[config.mk]
export PLATFORM = sky130hd
export DESIGN_NAME = axi4_lite_master_flat
export DESIGN_NICKNAME = d
export VERILOG_FILES = /design/src/rtl/axi4_lite_pkg.sv /design/src/rtl/axi4_lite_if.sv /design/src/rtl/axi4_lite_read_master.sv /design/src/rtl/axi4_lite_write_master.sv /design/src/rtl/axi4_lite_master.sv /design/src/flat_wrapper.sv
export SDC_FILE = /design/constraint.sdc
export NUM_CORES = 1
export LEC_CHECK = 0
export ABC_AREA = 1
export BUFFER_PORTS_ARGS = -buffer_cell sky130_fd_sc_hd__clkbuf_2
export CORE_UTILIZATION = 32
export CTS_BUF_LIST = sky130_fd_sc_hd__clkbuf_4 sky130_fd_sc_hd__clkbuf_8 sky130_fd_sc_hd__clkbuf_16
export DETAILED_ROUTE_END_ITERATION = 6
export PLACE_DENSITY_LB_ADDON = 0.25
export SLEW_MARGIN = 20
export SYNTH_ARGS = -nofsm -noshare
export SYNTH_HDL_FRONTEND = slang
export SYNTH_SLANG_ARGS = --single-unit
[constraint.sdc]
create_clock -name clk -period 1.75 [get_ports clk]
set_clock_uncertainty 0.05 [all_clocks]
set_input_delay 0.2625 -clock clk [delete_from_list [all_inputs] [get_ports clk]]
set_output_delay 0.2625 -clock clk [all_outputs]
set_load 0.01 [all_outputs]
[src/rtl/axi4_lite_pkg.sv]
// Shared AXI4-Lite types for the initiator: response codes, master FSM states
// and the fixed protection attribute.
package axi4_lite_pkg;

  typedef enum logic [1:0] {
    OKAY   = 2'b00,
    EXOKAY = 2'b01,
    SLVERR = 2'b10,
    DECERR = 2'b11
  } axi_resp_t;

  typedef enum logic [2:0] {
    ST_IDLE,
    ST_WRITE,
    ST_WRESP,
    ST_READ,
    ST_RDATA
  } mst_state_e;

  localparam logic [2:0] PROT_DEFAULT = 3'b000;

  function automatic logic resp_is_err(input logic [1:0] resp);
    return axi_resp_t'(resp) != OKAY;
  endfunction

endpackage

[src/rtl/axi4_lite_if.sv]
// Unified AXI4-Lite bundle shared by the initiator and the peripheral-side slave.
interface axi4_lite_if #(
  parameter int ADDR_WIDTH = 32,
  parameter int DATA_WIDTH = 32
);
  logic [ADDR_WIDTH-1:0]   awaddr;
  logic [2:0]              awprot;
  logic                    awvalid;
  logic                    awready;
  logic [DATA_WIDTH-1:0]   wdata;
  logic [DATA_WIDTH/8-1:0] wstrb;
  logic                    wvalid;
  logic                    wready;
  logic [1:0]              bresp;
  logic                    bvalid;
  logic                    bready;
  logic [ADDR_WIDTH-1:0]   araddr;
  logic [2:0]              arprot;
  logic                    arvalid;
  logic                    arready;
  logic [DATA_WIDTH-1:0]   rdata;
  logic [1:0]              rresp;
  logic                    rvalid;
  logic                    rready;

  modport master (
    output awaddr, awprot, awvalid, wdata, wstrb, wvalid, bready,
    output araddr, arprot, arvalid, rready,
    input  awready, wready, bresp, bvalid, arready, rdata, rresp, rvalid
  );

  modport slave (
    input  awaddr, awprot, awvalid, wdata, wstrb, wvalid, bready,
    input  araddr, arprot, arvalid, rready,
    output awready, wready, bresp, bvalid, arready, rdata, rresp, rvalid
  );
endinterface

[src/rtl/axi4_lite_read_master.sv]
// Read half of the initiator: AR address phase, then R data capture.
// state    | meaning
// ST_IDLE  | no read in flight, rdata holds the last completed load
// ST_READ  | ARVALID up until ARREADY
// ST_RDATA | RREADY up, waiting for the read data beat
module axi4_lite_read_master
  import axi4_lite_pkg::*;
#(
  parameter int ADDR_WIDTH = 32,
  parameter int DATA_WIDTH = 32
) (
  input  logic                  clk,
  input  logic                  rst,
  input  logic                  start,
  input  logic [ADDR_WIDTH-1:0] req_addr,
  output logic                  idle,
  output logic                  done,
  output logic                  err,
  output logic [DATA_WIDTH-1:0] rdata,
  output logic [ADDR_WIDTH-1:0] araddr,
  output logic                  arvalid,
  input  logic                  arready,
  input  logic [DATA_WIDTH-1:0] axi_rdata,
  input  logic [1:0]            rresp,
  input  logic                  rvalid,
  output logic                  rready
);

  mst_state_e            state_q, state_d;
  logic [ADDR_WIDTH-1:0] araddr_q, araddr_d;
  logic [DATA_WIDTH-1:0] rdata_q, rdata_d;
  logic                  done_q, done_d;
  logic                  err_q, err_d;

  assign arvalid = (state_q == ST_READ);
  assign rready  = (state_q == ST_RDATA);
  assign idle    = (state_q == ST_IDLE);
  assign araddr  = araddr_q;
  assign rdata   = rdata_q;
  assign done    = done_q;
  assign err     = err_q;

  always_comb begin
    state_d  = state_q;
    araddr_d = araddr_q;
    rdata_d  = rdata_q;
    done_d   = 1'b0;
    err_d    = err_q;
    case (state_q)
      ST_IDLE: begin
        if (start) begin
          state_d  = ST_READ;
          araddr_d = req_addr;
        end
      end
      ST_READ: begin
        if (arready) state_d = ST_RDATA;
      end
      ST_RDATA: begin
        if (rvalid) begin
          rdata_d = axi_rdata;
          err_d   = resp_is_err(rresp);
          done_d  = 1'b1;
          state_d = ST_IDLE;
        end
      end
      default: state_d = ST_IDLE;
    endcase
  end

  always_ff @(posedge clk or negedge rst) begin
    if (!rst) begin
      state_q  <= ST_IDLE;
      araddr_q <= '0;
      rdata_q  <= '0;
      done_q   <= 1'b0;
      err_q    <= 1'b0;
    end else begin
      state_q  <= state_d;
      araddr_q <= araddr_d;
      rdata_q  <= rdata_d;
      done_q   <= done_d;
      err_q    <= err_d;
    end
  end

endmodule

[src/rtl/axi4_lite_write_master.sv]
// Write half of the initiator: drives AW/W together, then waits for B.
// state    | meaning
// ST_IDLE  | no write in flight, payload registers hold last request
// ST_WRITE | AWVALID/WVALID up until each channel's own handshake
// ST_WRESP | BREADY up, waiting for the write response
module axi4_lite_write_master
  import axi4_lite_pkg::*;
#(
  parameter int ADDR_WIDTH = 32,
  parameter int DATA_WIDTH = 32
) (
  input  logic                    clk,
  input  logic                    rst,
  input  logic                    start,
  input  logic [ADDR_WIDTH-1:0]   req_addr,
  input  logic [DATA_WIDTH-1:0]   req_wdata,
  input  logic [DATA_WIDTH/8-1:0] req_byte_en,
  output logic                    idle,
  output logic                    done,
  output logic                    err,
  output logic [ADDR_WIDTH-1:0]   awaddr,
  output logic                    awvalid,
  input  logic                    awready,
  output logic [DATA_WIDTH-1:0]   wdata,
  output logic [DATA_WIDTH/8-1:0] wstrb,
  output logic                    wvalid,
  input  logic                    wready,
  input  logic [1:0]              bresp,
  input  logic                    bvalid,
  output logic                    bready
);

  mst_state_e              state_q, state_d;
  logic                    aw_done_q, aw_done_d;
  logic                    w_done_q, w_done_d;
  logic [ADDR_WIDTH-1:0]   awaddr_q, awaddr_d;
  logic [DATA_WIDTH-1:0]   wdata_q, wdata_d;
  logic [DATA_WIDTH/8-1:0] wstrb_q, wstrb_d;
  logic                    done_q, done_d;
  logic                    err_q, err_d;

  // VALID/READY are pure decodes of flops so an async reset drops them at once
  assign awvalid = (state_q == ST_WRITE) && !aw_done_q;
  assign wvalid  = (state_q == ST_WRITE) && !w_done_q;
  assign bready  = (state_q == ST_WRESP);
  assign idle    = (state_q == ST_IDLE);
  assign awaddr  = awaddr_q;
  assign wdata   = wdata_q;
  assign wstrb   = wstrb_q;
  assign done    = done_q;
  assign err     = err_q;

  always_comb begin
    state_d   = state_q;
    aw_done_d = aw_done_q;
    w_done_d  = w_done_q;
    awaddr_d  = awaddr_q;
    wdata_d   = wdata_q;
    wstrb_d   = wstrb_q;
    done_d    = 1'b0;
    err_d     = err_q;
    case (state_q)
      ST_IDLE: begin
        if (start) begin
          state_d   = ST_WRITE;
          aw_done_d = 1'b0;
          w_done_d  = 1'b0;
          awaddr_d  = req_addr;
          wdata_d   = req_wdata;
          wstrb_d   = req_byte_en;
        end
      end
      ST_WRITE: begin
        if (awvalid && awready) aw_done_d = 1'b1;
        if (wvalid && wready)   w_done_d  = 1'b1;
        if (aw_done_d && w_done_d) state_d = ST_WRESP;
      end
      ST_WRESP: begin
        if (bvalid) begin
          err_d   = resp_is_err(bresp);
          done_d  = 1'b1;
          state_d = ST_IDLE;
        end
      end
      default: state_d = ST_IDLE;
    endcase
  end

  always_ff @(posedge clk or negedge rst) begin
    if (!rst) begin
      state_q   <= ST_IDLE;
      aw_done_q <= 1'b0;
      w_done_q  <= 1'b0;
      awaddr_q  <= '0;
      wdata_q   <= '0;
      wstrb_q   <= '0;
      done_q    <= 1'b0;
      err_q     <= 1'b0;
    end else begin
      state_q   <= state_d;
      aw_done_q <= aw_done_d;
      w_done_q  <= w_done_d;
      awaddr_q  <= awaddr_d;
      wdata_q   <= wdata_d;
      wstrb_q   <= wstrb_d;
      done_q    <= done_d;
      err_q     <= err_d;
    end
  end

endmodule

[src/rtl/axi4_lite_master.sv]
// AXI4-Lite initiator: turns single-cycle core load/store strobes into one
// outstanding AXI4-Lite transaction and releases the core with a done pulse.
module axi4_lite_master
  import axi4_lite_pkg::*;
#(
  parameter int ADDR_WIDTH = 32,
  parameter int DATA_WIDTH = 32
) (
  input  logic                    clk,
  input  logic                    rst,
  input  logic                    req_valid,
  input  logic                    req_write,
  input  logic [ADDR_WIDTH-1:0]   req_addr,
  input  logic [DATA_WIDTH-1:0]   req_wdata,
  input  logic [DATA_WIDTH/8-1:0] req_byte_en,
  output logic                    req_ready,
  output logic                    done,
  output logic [DATA_WIDTH-1:0]   rdata,
  output logic                    err,
  axi4_lite_if.master             master_if
);

  logic wr_idle, wr_done, wr_err;
  logic rd_idle, rd_done, rd_err;
  logic accept;
  logic last_wr_q, last_wr_d;

  assign req_ready = wr_idle && rd_idle;
  assign accept    = req_valid && req_ready;

  assign master_if.awprot = PROT_DEFAULT;
  assign master_if.arprot = PROT_DEFAULT;

  axi4_lite_write_master #(.ADDR_WIDTH(ADDR_WIDTH), .DATA_WIDTH(DATA_WIDTH)) u_wr (
    .clk         (clk),
    .rst         (rst),
    .start       (accept && req_write),
    .req_addr    (req_addr),
    .req_wdata   (req_wdata),
    .req_byte_en (req_byte_en),
    .idle        (wr_idle),
    .done        (wr_done),
    .err         (wr_err),
    .awaddr      (master_if.awaddr),
    .awvalid     (master_if.awvalid),
    .awready     (master_if.awready),
    .wdata       (master_if.wdata),
    .wstrb       (master_if.wstrb),
    .wvalid      (master_if.wvalid),
    .wready      (master_if.wready),
    .bresp       (master_if.bresp),
    .bvalid      (master_if.bvalid),
    .bready      (master_if.bready)
  );

  axi4_lite_read_master #(.ADDR_WIDTH(ADDR_WIDTH), .DATA_WIDTH(DATA_WIDTH)) u_rd (
    .clk       (clk),
    .rst       (rst),
    .start     (accept && !req_write),
    .req_addr  (req_addr),
    .idle      (rd_idle),
    .done      (rd_done),
    .err       (rd_err),
    .rdata     (rdata),
    .araddr    (master_if.araddr),
    .arvalid   (master_if.arvalid),
    .arready   (master_if.arready),
    .axi_rdata (master_if.rdata),
    .rresp     (master_if.rresp),
    .rvalid    (master_if.rvalid),
    .rready    (master_if.rready)
  );

  // err reports whichever side completed last; both sides hold their own copy
  always_comb begin
    last_wr_d = last_wr_q;
    if (accept) last_wr_d = req_write;
  end

  always_ff @(posedge clk or negedge rst) begin
    if (!rst) last_wr_q <= 1'b0;
    else      last_wr_q <= last_wr_d;
  end

  assign done = wr_done || rd_done;
  assign err  = last_wr_q ? wr_err : rd_err;

endmodule
[src/flat_wrapper.sv]
// flat-port wrapper written by rule: the top's interface ports become plain ports
module axi4_lite_master_flat import axi4_lite_pkg::*;
#(
  parameter int ADDR_WIDTH = 32,
  parameter int DATA_WIDTH = 32
)
  (clk, rst, req_valid, req_write, req_addr, req_wdata, req_byte_en, req_ready, done, rdata, err, master_if_awaddr, master_if_awprot, master_if_awvalid, master_if_wdata, master_if_wstrb, master_if_wvalid, master_if_bready, master_if_araddr, master_if_arprot, master_if_arvalid, master_if_rready, master_if_awready, master_if_wready, master_if_bresp, master_if_bvalid, master_if_arready, master_if_rdata, master_if_rresp, master_if_rvalid);
  axi4_lite_if #(.ADDR_WIDTH(ADDR_WIDTH), .DATA_WIDTH(DATA_WIDTH)) master_if_i ();
  input  logic clk;
  input  logic rst;
  input  logic req_valid;
  input  logic req_write;
  input  logic [ADDR_WIDTH-1:0] req_addr;
  input  logic [DATA_WIDTH-1:0] req_wdata;
  input  logic [DATA_WIDTH/8-1:0] req_byte_en;
  output logic req_ready;
  output logic done;
  output logic [DATA_WIDTH-1:0] rdata;
  output logic err;
  output wire logic [$bits(master_if_i.awaddr)-1:0] master_if_awaddr;
  output wire logic [$bits(master_if_i.awprot)-1:0] master_if_awprot;
  output wire logic [$bits(master_if_i.awvalid)-1:0] master_if_awvalid;
  output wire logic [$bits(master_if_i.wdata)-1:0] master_if_wdata;
  output wire logic [$bits(master_if_i.wstrb)-1:0] master_if_wstrb;
  output wire logic [$bits(master_if_i.wvalid)-1:0] master_if_wvalid;
  output wire logic [$bits(master_if_i.bready)-1:0] master_if_bready;
  output wire logic [$bits(master_if_i.araddr)-1:0] master_if_araddr;
  output wire logic [$bits(master_if_i.arprot)-1:0] master_if_arprot;
  output wire logic [$bits(master_if_i.arvalid)-1:0] master_if_arvalid;
  output wire logic [$bits(master_if_i.rready)-1:0] master_if_rready;
  input wire logic [$bits(master_if_i.awready)-1:0] master_if_awready;
  input wire logic [$bits(master_if_i.wready)-1:0] master_if_wready;
  input wire logic [$bits(master_if_i.bresp)-1:0] master_if_bresp;
  input wire logic [$bits(master_if_i.bvalid)-1:0] master_if_bvalid;
  input wire logic [$bits(master_if_i.arready)-1:0] master_if_arready;
  input wire logic [$bits(master_if_i.rdata)-1:0] master_if_rdata;
  input wire logic [$bits(master_if_i.rresp)-1:0] master_if_rresp;
  input wire logic [$bits(master_if_i.rvalid)-1:0] master_if_rvalid;
  assign master_if_awaddr = master_if_i.awaddr;
  assign master_if_awprot = master_if_i.awprot;
  assign master_if_awvalid = master_if_i.awvalid;
  assign master_if_wdata = master_if_i.wdata;
  assign master_if_wstrb = master_if_i.wstrb;
  assign master_if_wvalid = master_if_i.wvalid;
  assign master_if_bready = master_if_i.bready;
  assign master_if_araddr = master_if_i.araddr;
  assign master_if_arprot = master_if_i.arprot;
  assign master_if_arvalid = master_if_i.arvalid;
  assign master_if_rready = master_if_i.rready;
  assign master_if_i.awready = master_if_awready;
  assign master_if_i.wready = master_if_wready;
  assign master_if_i.bresp = master_if_bresp;
  assign master_if_i.bvalid = master_if_bvalid;
  assign master_if_i.arready = master_if_arready;
  assign master_if_i.rdata = master_if_rdata;
  assign master_if_i.rresp = master_if_rresp;
  assign master_if_i.rvalid = master_if_rvalid;
  axi4_lite_master #(.ADDR_WIDTH(ADDR_WIDTH), .DATA_WIDTH(DATA_WIDTH)) u_core (.clk(clk), .rst(rst), .req_valid(req_valid), .req_write(req_write), .req_addr(req_addr), .req_wdata(req_wdata), .req_byte_en(req_byte_en), .req_ready(req_ready), .done(done), .rdata(rdata), .err(err), .master_if(master_if_i));
endmodule
==> flow_metrics.tcl, run 1 <==
set metrics [dict create \
    tritoncts "done" \
    yosysUniqueCellTypes 16 \
    die_h_um 135.1 \
    area_growth_pct 44.89 \
    clock_sinks 143 \
    ir_drop_mv 0.9841 \
    finalSetupViolations 0 \
    grt_pass1_wl_um 26570 \
    io_buffer_count 252 \
    grt_use_total 0.1902 \
    wirelength_um 16790 \
    timing.fmax_mhz 603.8 \
    post-route-util 0.4747 \
    drc_errors 0 \
    finalCriticalPeriod_ns 1.656 \
    via_count 5270 \
    cts_buffers 17 \
    clk-insertion-delay-late_ns 0.41 \
    arrival_ns 1.34 \
    ff2ff_setup_slack_ns 0.30 \
    grt_busiest_layer "met2" \
    fp.dieArea_um2 18240 \
    drv_cap 0 \
    antenna_left 0 \
    routabilityCongestion 0.7702 \
    syn_inst 641 \
    htree_num_levels 4 \
    synth_area_um2 5667 \
    grt_use_met2 0.3113 \
    dr.pass1.iters 4 \
    io_pins 259 \
    via_per_inst 4.535 \
    hold_path.class "in2reg" \
    hpwl_um 11420 \
    maxSlewViolCount 0 \
    slowest_stage "dfrtp_2" \
    drive_gt1_frac 0.3319 \
    initial_core_util 0.3276 \
    grt_pass1_vias 5226 \
    antennaDiodeCount 0 \
    grt_overflow_total 0 \
    power.density_nw_per_um2 1816 \
    synth-seq-area-share 0.6315 \
    wl_per_cell_um 14.45 \
    post_cts_buffers 0 \
    grtUsageMet3 0.04655 \
    max_stage_delay_ns 0.45 \
    clock-root-buffer "clkbuf_16" \
    core_um2 17300 \
    drt-initial-drc-count 192 \
    cp_data_required_time_ns 1.44 \
    synth_warnings 0 \
    setup.worst_path.end_class "output pin" \
    ys_ff_latch 143 \
    grt_antenna_before_repair 0 \
    start_kind "register" \
    status "complete, no violations" \
    timing_hold_violations_final 0 \
    placementRows 48 \
    path_cells "nor2_4 -> nand2_2 -> inv_1 -> clkbuf_2" \
    nets 1037 \
    worstPathMaxFanout 5 \
    power.leakage_nw 4.747 \
    nFillCells 1654 \
    max-slew-margin-rel 0.6555 \
    grt_max_degree 68 \
    path_class "reg2out" \
    cts.path.max_buffers 2 \
    clkTransAtPathRegs_ns 0.06 \
    setup_ws_ns 0.09386 \
    worst_pin_slew_ns 0.5168 \
    die_w_um 135.1 \
    pre_cts_ws_ns 0.1648 \
    finalCritPeriodShare 0.9464 \
    synth.avg_cell_area_um2 8.840 \
    gr-usage-met1 0.2468 \
]
[cell usage in the layout, fill, tap and decap left out]
cell / n
nor2_2: 2
buf_12: 8
dfrtp_1: 142
clkbuf_8: 1
inv_6: 4
nand3_1: 103
nor2_1: 7
dfrtp_2: 1
clkinv_4: 5
clkbuf_2: 251
inv_2: 1
bufinv_16: 3
nor2_4: 3
clkinv_2: 2
nand4_1: 2
o31ai_1: 1
nand2_1: 312
inv_1: 16
nand2_2: 1
buf_4: 10
or2_2: 1
conb_1: 6
dlygate4sd3_1: 33
clkbuf_16: 17
o21ai_0: 4
buf_6: 1
[through the flow]
stage / instance area, µm² / TNS [ns] / total power, mW / hold slack (ns) / instances
global route: 8210 / -0.009366 / 16.01 / 0.01389 / 1162
floorplan: 5685 / 0 / 8.593 / -0.08309 / 646
detailed placement: 7241 / 0 / 11.11 / 0.2064 / 1097
CTS: 8202 / 0 / 15.04 / 0.003990 / 1162
finish: 8210 / 0 / 14.91 / 0.01907 / 1162
global placement: 7241 / 0 / 11.03 / 0.2125 / 1097
[worst paths after layout]
kind                       cells after the start                                from                            endpoint
min in group asynchronous                      2                                 rst   u_core.u_wr.awaddr[6]$_DFFE_PN0P_
hold / removal                                 3                        req_wdata[8]    u_core.u_wr.wdata[8]$_DFFE_PN0P_
max in group asynchronous                      3                                 rst  u_core.u_wr.state_q[0]$_DFFE_PN0P_
setup reg to reg                               6  u_core.u_wr.state_q[0]$_DFFE_PN0P_  u_core.u_rd.araddr[14]$_DFFE_PN0P_
hold reg to reg                                2  u_core.u_rd.araddr[25]$_DFFE_PN0P_  u_core.u_rd.araddr[25]$_DFFE_PN0P_
setup / recovery                               4  u_core.u_wr.state_q[0]$_DFFE_PN0P_                           req_ready
[worst max-delay path, delay by kind of cell (launching register included)]
family	cells	cell delay, ns
flops	1	0.45
buf+inv	2	0.25
simple gates	2	0.24
[layer usage]
metal  wire (µm)  vias up  part of all wire
met5           0        -                 0
met4         218        0             0.013
met3        1223       16             0.073
met2        7853      213              0.47
met1        7498     2479              0.45
li1            -     2562                 -
[cells by family (layout without fill, tap and decap cells)]
kind of cell	count (synthesis)	in the layout	share of synthesized area
other	1	6	0.0006618
AO/OA/AOI/OAI	5	5	0.004858
AND/OR/NAND/NOR	431	431	0.3100
flip-flops	143	143	0.6315
buffers and inverters	61	352	0.05299
[area by class of cell]
cell class | count | area, µm² | share of cell area
repair buffers | 303 | 1833 | 0.2233
multi-input cells | 442 | 1834 | 0.2234
inverters | 17 | 63.81 | 0.007772
clock inverters | 14 | 178.9 | 0.02179
well taps | 225 | 281.5 | 0.03429
flip-flops and latches | 143 | 3580 | 0.4360
clock buffers | 18 | 439.2 | 0.05349
[cell usage after synthesis]
cell | count | share of area
nand2_1 | 313 | 0.21
dfrtp_1 | 143 | 0.63
nand3_1 | 103 | 0.091
clkbuf_1 | 18 | 0.012
buf_4 | 16 | 0.021
inv_1 | 16 | 0.011
nor2_1 | 11 | 0.0073
buf_2 | 9 | 0.0079
o21ai_0 | 4 | 0.0035
nand4_1 | 2 | 0.0022
buf_1 | 1 | 0.00066
conb_1 | 1 | 0.00066
inv_2 | 1 | 0.00066
nor2_2 | 1 | 0.0011
o31ai_1 | 1 | 0.0013
or2_2 | 1 | 0.0011
[registers in the layout (all words and copies together), names as in the netlist, 2 cells and up]
register / cells
u_core.u_wr.state_q: 2
u_core.u_rd.rdata: 32
u_core.u_wr.awaddr: 32
u_core.u_rd.araddr: 32
u_core.u_wr.wstrb: 4
u_core.u_rd.state_q: 2
u_core.u_wr.wdata: 32
[report_power, final]
part | switching, mW | internal (mW) | leakage (nW)
combinational | 3.29 | 2.16 | 2.65
sequential | 0.874 | 4.81 | 1.80
clock | 1.47 | 2.31 | 0.306
total | 5.63 | 9.28 | 4.75
[what timing repair did]
item / in CTS / in global routing
endpoints found under the setup margin: 1 / 4
resized for setup: 3 / 4
hold buffers: 33 / 0
endpoints found under the hold margin: 76 / 0
(Power assumes the default switching activity.)
==> run 2: changes to the inputs <==
--- a/config.mk
+++ b/config.mk
@@ -5,7 +5,6 @@
 export SDC_FILE = /design/constraint.sdc
 export NUM_CORES = 1
 export LEC_CHECK = 0
-export ABC_AREA = 1
 export BUFFER_PORTS_ARGS = -buffer_cell sky130_fd_sc_hd__clkbuf_2
 export CORE_UTILIZATION = 32
 export CTS_BUF_LIST = sky130_fd_sc_hd__clkbuf_4 sky130_fd_sc_hd__clkbuf_8 sky130_fd_sc_hd__clkbuf_16
==> run 2 against run 1 <==
  * The flow now finishes with violations (negative setup slack)
  * Synthesized cell count shrank 48%
  * Fmax shrank 5.9%
  * Via count shrank 29%
  * Final cell count shrank 27%
  * Sequential power grew 3%
  * Combinational power grew 7.3%
  * Final area shrank 3.3%
  * Total power grew 6.2%
  * Synthesized area shrank 3.5%
  * Register-to-register slack lost 0.31 ns
  * Die area shrank 3.4%
  * Non-clock buffer count shrank 27
  * Largest power group unchanged
  * Highest routed layer unchanged
==> flow_metrics.tcl, run 2 <==
set metrics [dict create \
    setup.worst_path.start "u_core.u_rd.state_q[1]$_DFFE_PN0P_" \
    start_kind "register" \
    synth_fa_ha_area_frac 0 \
    clk-insertion-delay-late_ns 0.41 \
    path_cells "nor4_4 -> and3_4 -> buf_12 -> mux2_2" \
    fp.dieArea_um2 17620 \
    final_common_cell "clkbuf_2" \
    io_buffer_count 252 \
    via_count 3746 \
    synth_area_um2 5469 \
    die_h_um 132.7 \
    ys_async_sr_fraction 1.000 \
    htree_num_levels 4 \
    area_growth_pct 45.23 \
    worstPathMaxFanout 31 \
    finalSetupViolations 14 \
    drv_cap 0 \
    clkTransAtPathRegs_ns 0.06 \
    ys_ff_latch 143 \
    grt_max_degree 46 \
    maxSlewViolCount 0 \
    antennaDiodeCount 0 \
    timing.fmax_mhz 567.9 \
    yosys.area.top_type "dfrtp_1" \
    wirelength_um 12620 \
    fin_area_um2 7943 \
    tritoncts "done" \
    synth_common_cells "143 x dfrtp_1, 133 x mux2_2, 9 x buf_6" \
    clock_sinks 143 \
    grt_antenna_before_repair 0 \
    power.leakage_nw 4.010 \
    r2r-start "u_core.u_rd.state_q[1]$_DFFE_PN0P_" \
    yosys.area_share.simple 0.02379 \
    initial_core_util 0.3286 \
    die_w_um 132.7 \
    synth.avg_cell_area_um2 16.47 \
    violations "negative setup slack" \
    setup_ws_ns -0.01074 \
    synth_top_family_by_area "multiplexers" \
    synth_warnings 0 \
    ff2ff_setup_slack_ns -0.01 \
    drive_gt1_frac 0.7088 \
    dr.pass1.iters 4 \
    nets 725 \
    finalCriticalPeriod_ns 1.761 \
    path_class "reg2reg" \
    grt_pass1_vias 3955 \
    ff2ff_path_depth 4 \
    rsz0062_at_grt "yes" \
    synth-edff-count 0 \
    antenna_left 0 \
    tns_ns -0.06271 \
    finalCritPeriodShare 1.006 \
    cts.path.max_buffers 2 \
    grt_use_total 0.1472 \
    layout_common_cells "248 x clkbuf_2, 142 x dfrtp_1, 115 x mux2_2" \
    arrival_ns 2.01 \
    synth-xor-area-share 0 \
    synth_mux_area_frac 0.2739 \
    routabilityCongestion 0.7188 \
    critPathCapture "u_core.u_wr.wdata[4]$_DFFE_PN0P_" \
    worst_r2r_endpoint "u_core.u_wr.wdata[4]$_DFFE_PN0P_" \
    post-route-util 0.4773 \
    yosysUniqueCellTypes 25 \
    placementRows 47 \
    clock-root-buffer "clkbuf_16" \
    grt_pass1_wl_um 19950 \
    wl_per_cell_um 14.93 \
    status "finished with violations" \
    ir_drop_mv 0.7963 \
    power.density_nw_per_um2 1993 \
    drc_errors 0 \
    nFillCells 1518 \
    slowest_stage "dfrtp_1" \
    grt_overflow_total 0 \
    yosysMostFrequentCell "dfrtp_1" \
    synth_compound_gate_area_share 0.01167 \
    cp_data_required_time_ns 2.00 \
    synth-seq-area-share 0.6543 \
    max_stage_delay_ns 0.41 \
    timing_hold_violations_final 0 \
    core_um2 16640 \
    via_per_inst 4.433 \
    cts_buffers 17 \
    hpwl_um 8822 \
    synthFlopType "dfrtp_1" \
    hold_path.class "in2reg" \
    drt-initial-drc-count 98 \
    synth_top_area_share 0.6543 \
    placed_cell_area_um2 7041 \
    setup.worst_path.end_class "register" \
    io_pins 259 \
    syn_inst 332 \
    netlist_top_cells_area "dfrtp_1 65%, mux2_2 27%, buf_6 1.9%" \
]
run 2: cell count changes after synthesis, moves of 5 or more:
cell / change
nand2_1: -311
mux2_2: +133
nand3_1: -103
clkbuf_1: -18
inv_1: -11
buf_6: +9
buf_4: -8
buf_2: -6
nor2_1: -5
run 2: worst min-delay path by stage:
stage,from,to,slack [ns],cells after the start
floorplan,rst,u_core.last_wr_q$_DFFE_PN0N_,-0.08,0
CTS,req_wdata[26],u_core.u_wr.wdata[26]$_DFFE_PN0P_,0.003,2
finish,req_wdata[26],u_core.u_wr.wdata[26]$_DFFE_PN0P_,0.02,2
detailed placement,rst,u_core.u_rd.araddr[29]$_DFFE_PN0P_,0.19,1
global route,req_wdata[25],u_core.u_wr.wdata[25]$_DFFE_PN0P_,0.004,2
global placement,rst,u_core.u_rd.araddr[29]$_DFFE_PN0P_,0.18,1
run 2: timing repair:
action	4_1_cts	5_1_grt
gates resized for setup	1	27
setup buffers	1	5
cloned	0	3
setup endpoints to repair	14	75
pin swaps	2	1
endpoints found under the hold margin	42	1
hold buffers	2	1
run 2: metal layers:
layer  GRT usage  share of wire
met5           0              0
met3     0.06245          0.088
met4     0.06258          0.021
met1      0.1636           0.40
met2      0.2468           0.49
run 2: cell type report:
cell class	count	area, µm²	area share
multi-input cells	169	1787	0.2250
clock inverters	13	235.2	0.02962
clock buffers	19	440.4	0.05545
repair buffers	276	1607	0.2023
well taps	220	275.3	0.03466
inverters	5	18.77	0.002363
flip-flops and latches	143	3580	0.4507
run 2: power breakdown:
part / switching [mW] / total [mW] / leakage [nW] / internal, mW
logic: 2.61 / 5.85 / 1.98 / 3.24
registers: 0.869 / 5.86 / 1.71 / 4.99
clock network: 1.40 / 4.12 / 0.325 / 2.71
run 2: kinds of logic after synthesis:
kind of cell	Yosys count
other	1
AOI/OAI and AO/OA	10
and+or+nand+nor	20
buffers and inverters	25
muxes	133
DFF	143
run 2: metrics by stage:
stage	worst slack (ns)	hold WS, ns	total power, mW	cells
floorplan	-0.04630	-0.08309	8.982	337
global placement	0.05237	0.1834	11.28	801
detailed placement	0.007464	0.1937	11.47	801
CTS	-0.06804	0.002519	15.69	836
global route	-0.07555	0.003947	16.81	845
finish	-0.01074	0.02439	15.83	845
run 2: worst max-delay path, delay by kind of cell (launching register included):
family | cells | cell delay (ns)
flops | 1 | 0.41
buf+inv | 1 | 0.21
simple gates | 2 | 0.59
mux | 1 | 0.36
==> run 3: changes to the inputs <==
--- a/config.mk
+++ b/config.mk
@@ -10,6 +10,7 @@
 export CTS_BUF_LIST = sky130_fd_sc_hd__clkbuf_4 sky130_fd_sc_hd__clkbuf_8 sky130_fd_sc_hd__clkbuf_16
 export DETAILED_ROUTE_END_ITERATION = 6
 export PLACE_DENSITY_LB_ADDON = 0.25
+export REMOVE_ABC_BUFFERS = 1
 export SLEW_MARGIN = 20
 export SYNTH_ARGS = -nofsm -noshare
 export SYNTH_HDL_FRONTEND = slang
==> run 3 against run 2 <==
  * The run now ends clean
  * Fmax is 0.88% higher
  * Total power is 5.6% lower
  * Critical path depth stayed put
  * First-iteration DRC count is 9.2% lower
  * Sequential share of layout area is 1.5 points higher
  * Final area is 3.2% lower
  * Non-clock buffer count is 5 lower
==> flow_metrics.tcl, run 3 (same netlist as run 2, synthesis figures left out) <==
set metrics [dict create \
    pwr-share-clk 0.235 \
    fin_area_um2 7685 \
    die_w_um 132.7 \
    setup.worst_path.start "u_core.u_wr.state_q[0]$_DFFE_PN0P_" \
    nets 720 \
    timing.fmax_mhz 572.9 \
    holdCritStartpoint "master_if_rdata[1]" \
    grt_pass1_vias 3941 \
    p_sw_frac 0.3152 \
    via_count 3710 \
    worstPathMaxFanout 28 \
    initial_core_util 0.3286 \
    grt_pass1_wl_um 19740 \
    dp.cells 803 \
    grt_use_total 0.1458 \
    instances_no_fill 839 \
    seq_power_share 0.392 \
    finalCritPeriodShare 0.9974 \
    cp_data_required_time_ns 1.99 \
    clock_sinks 143 \
    ir_drop_mv 0.7869 \
    grt_max_degree 61 \
    routabilityCongestion 0.7421 \
    io_pins 259 \
    clkTransAtPathRegs_ns 0.06 \
    net-switching-power_mw 4.711 \
    dr.pass1.iters 4 \
    p_int_mw 10.23 \
    combPwrFrac 0.373 \
    status "complete, no violations" \
    timing_hold_violations_final 0 \
    clock-root-buffer "clkbuf_16" \
    path_cells "nor4_4 -> and3_4 -> buf_12 -> mux2_2" \
    drive_gt1_frac 0.7044 \
    path_class "reg2reg" \
    r2r-start "u_core.u_wr.state_q[0]$_DFFE_PN0P_" \
    htree_num_levels 4 \
    power.leakage_nw 3.872 \
    max_stage_delay_ns 0.41 \
    holdPathStages 2 \
    clk-insertion-delay-late_ns 0.41 \
    ff2ff_path_depth 4 \
    wl_met1_um 4813 \
    antennaDiodeCount 0 \
    power.density_nw_per_um2 1945 \
    finalCriticalPeriod_ns 1.745 \
    met2_length_um 6017 \
    finalSetupViolations 0 \
    fp.dieArea_um2 17620 \
    grt_overflow_total 0 \
    maxSlewViolCount 0 \
    grt_antenna_before_repair 0 \
    wl_per_cell_um 14.24 \
    io_buffer_count 252 \
    wirelength_um 11950 \
    tritoncts "done" \
    drt-initial-drc-count 89 \
    top_layer_used "met4" \
    via_per_inst 4.422 \
    die_h_um 132.7 \
    slowest_stage "dfrtp_1" \
    hpwl_um 8889 \
    drv_cap 0 \
    core_um2 16640 \
    rsz0062_at_grt "yes" \
    placed_cell_area_um2 7039 \
    drc_errors 0 \
    start_kind "register" \
    hold_path.class "in2reg" \
    arrival_ns 1.99 \
    layout_common_cells "248 x clkbuf_2, 143 x dfrtp_1, 132 x mux2_2" \
    setup.worst_path.end_class "register" \
    cts.path.max_buffers 2 \
    cts_buffers 17 \
    placementRows 47 \
    antenna_left 0 \
    met3_length_um 841 \
    final_common_cell "clkbuf_2" \
    area_growth_pct 40.52 \
]
-- run 3: cell type report --
class,count,area [µm²]
fill,1526,8957
tap,220,275.3
clock inverter,10,112.6
multi-input combinational,169,1723
inverter,5,18.77
timing repair buffer,271,1503
sequential,143,3578
clock buffer,21,474.2
-- run 3: stage by stage --
step / hold WS, ns / worst slack, ns / power (mW) / setup TNS (ns) / util
3_3_place_gp: 0.1016 / 0.02088 / 11.30 / 0 / 0.4230
6_report: 0.02513 / 0.004599 / 14.95 / 0 / 0.4618
3_5_place_dp: 0.1047 / -0.0009862 / 11.50 / -0.0009862 / 0.4230
2_1_floorplan: -0.08309 / -1.427 / 8.854 / -116.25 / -
4_1_cts: 0.007044 / -0.04612 / 15.16 / -0.1087 / 0.4600
5_1_grt: 0.0007330 / -0.07358 / 15.92 / -2.763 / 0.4618
-- run 3: layer usage --
metal / vias to the layer above / track usage
li1: 1702 / -
met1: 1823 / 0.1668
met2: 165 / 0.2404
met3: 20 / 0.05402
met4: 0 / 0.07216
met5: - / 0
-- run 3: path summary, 6_finish.rpt --
| kind | slack [ns] | to |
|---|---|---|
| min reg2reg | 0.43 | u_core.u_rd.err$_DFFE_PN0P_ |
| max | 0.005 | u_core.u_wr.awaddr[6]$_DFFE_PN0P_ |
| max in group asynchronous | 0.81 | u_core.u_rd.araddr[21]$_DFFE_PN0P_ |
| max reg2reg | 0.005 | u_core.u_wr.awaddr[6]$_DFFE_PN0P_ |
| min in group asynchronous | 0.24 | u_core.u_rd.rdata[4]$_DFFE_PN0P_ |
| min | 0.03 | u_core.u_rd.rdata[1]$_DFFE_PN0P_ |
-- run 3: repair_timing --
action | in CTS | in global routing
gates resized for setup | 1 | 6
setup endpoints to repair | 11 | 63
buffers inserted | 2 | 0
hold buffers | 1 | 2
pin swaps | 1 | 1
endpoints found under the hold margin | 26 | 2
-- run 3: critical path, delay by kind of cell, from the launching register on --
family	cells	cell delay (ns)
muxes	1	0.36
DFF	1	0.41
buffers and inverters	1	0.21
and+or+nand+nor	2	0.59
-- run 3: power by group through the flow --
stage               clock (mW)  sequential (mW)  combinational (mW)
floorplan                    0             6.57                2.28
global placement             0             5.83                5.48
detailed placement           0             5.90                5.60
CTS                       3.63             5.88                5.65
global route              3.78             6.10                6.04
finish                    3.51             5.86                5.57
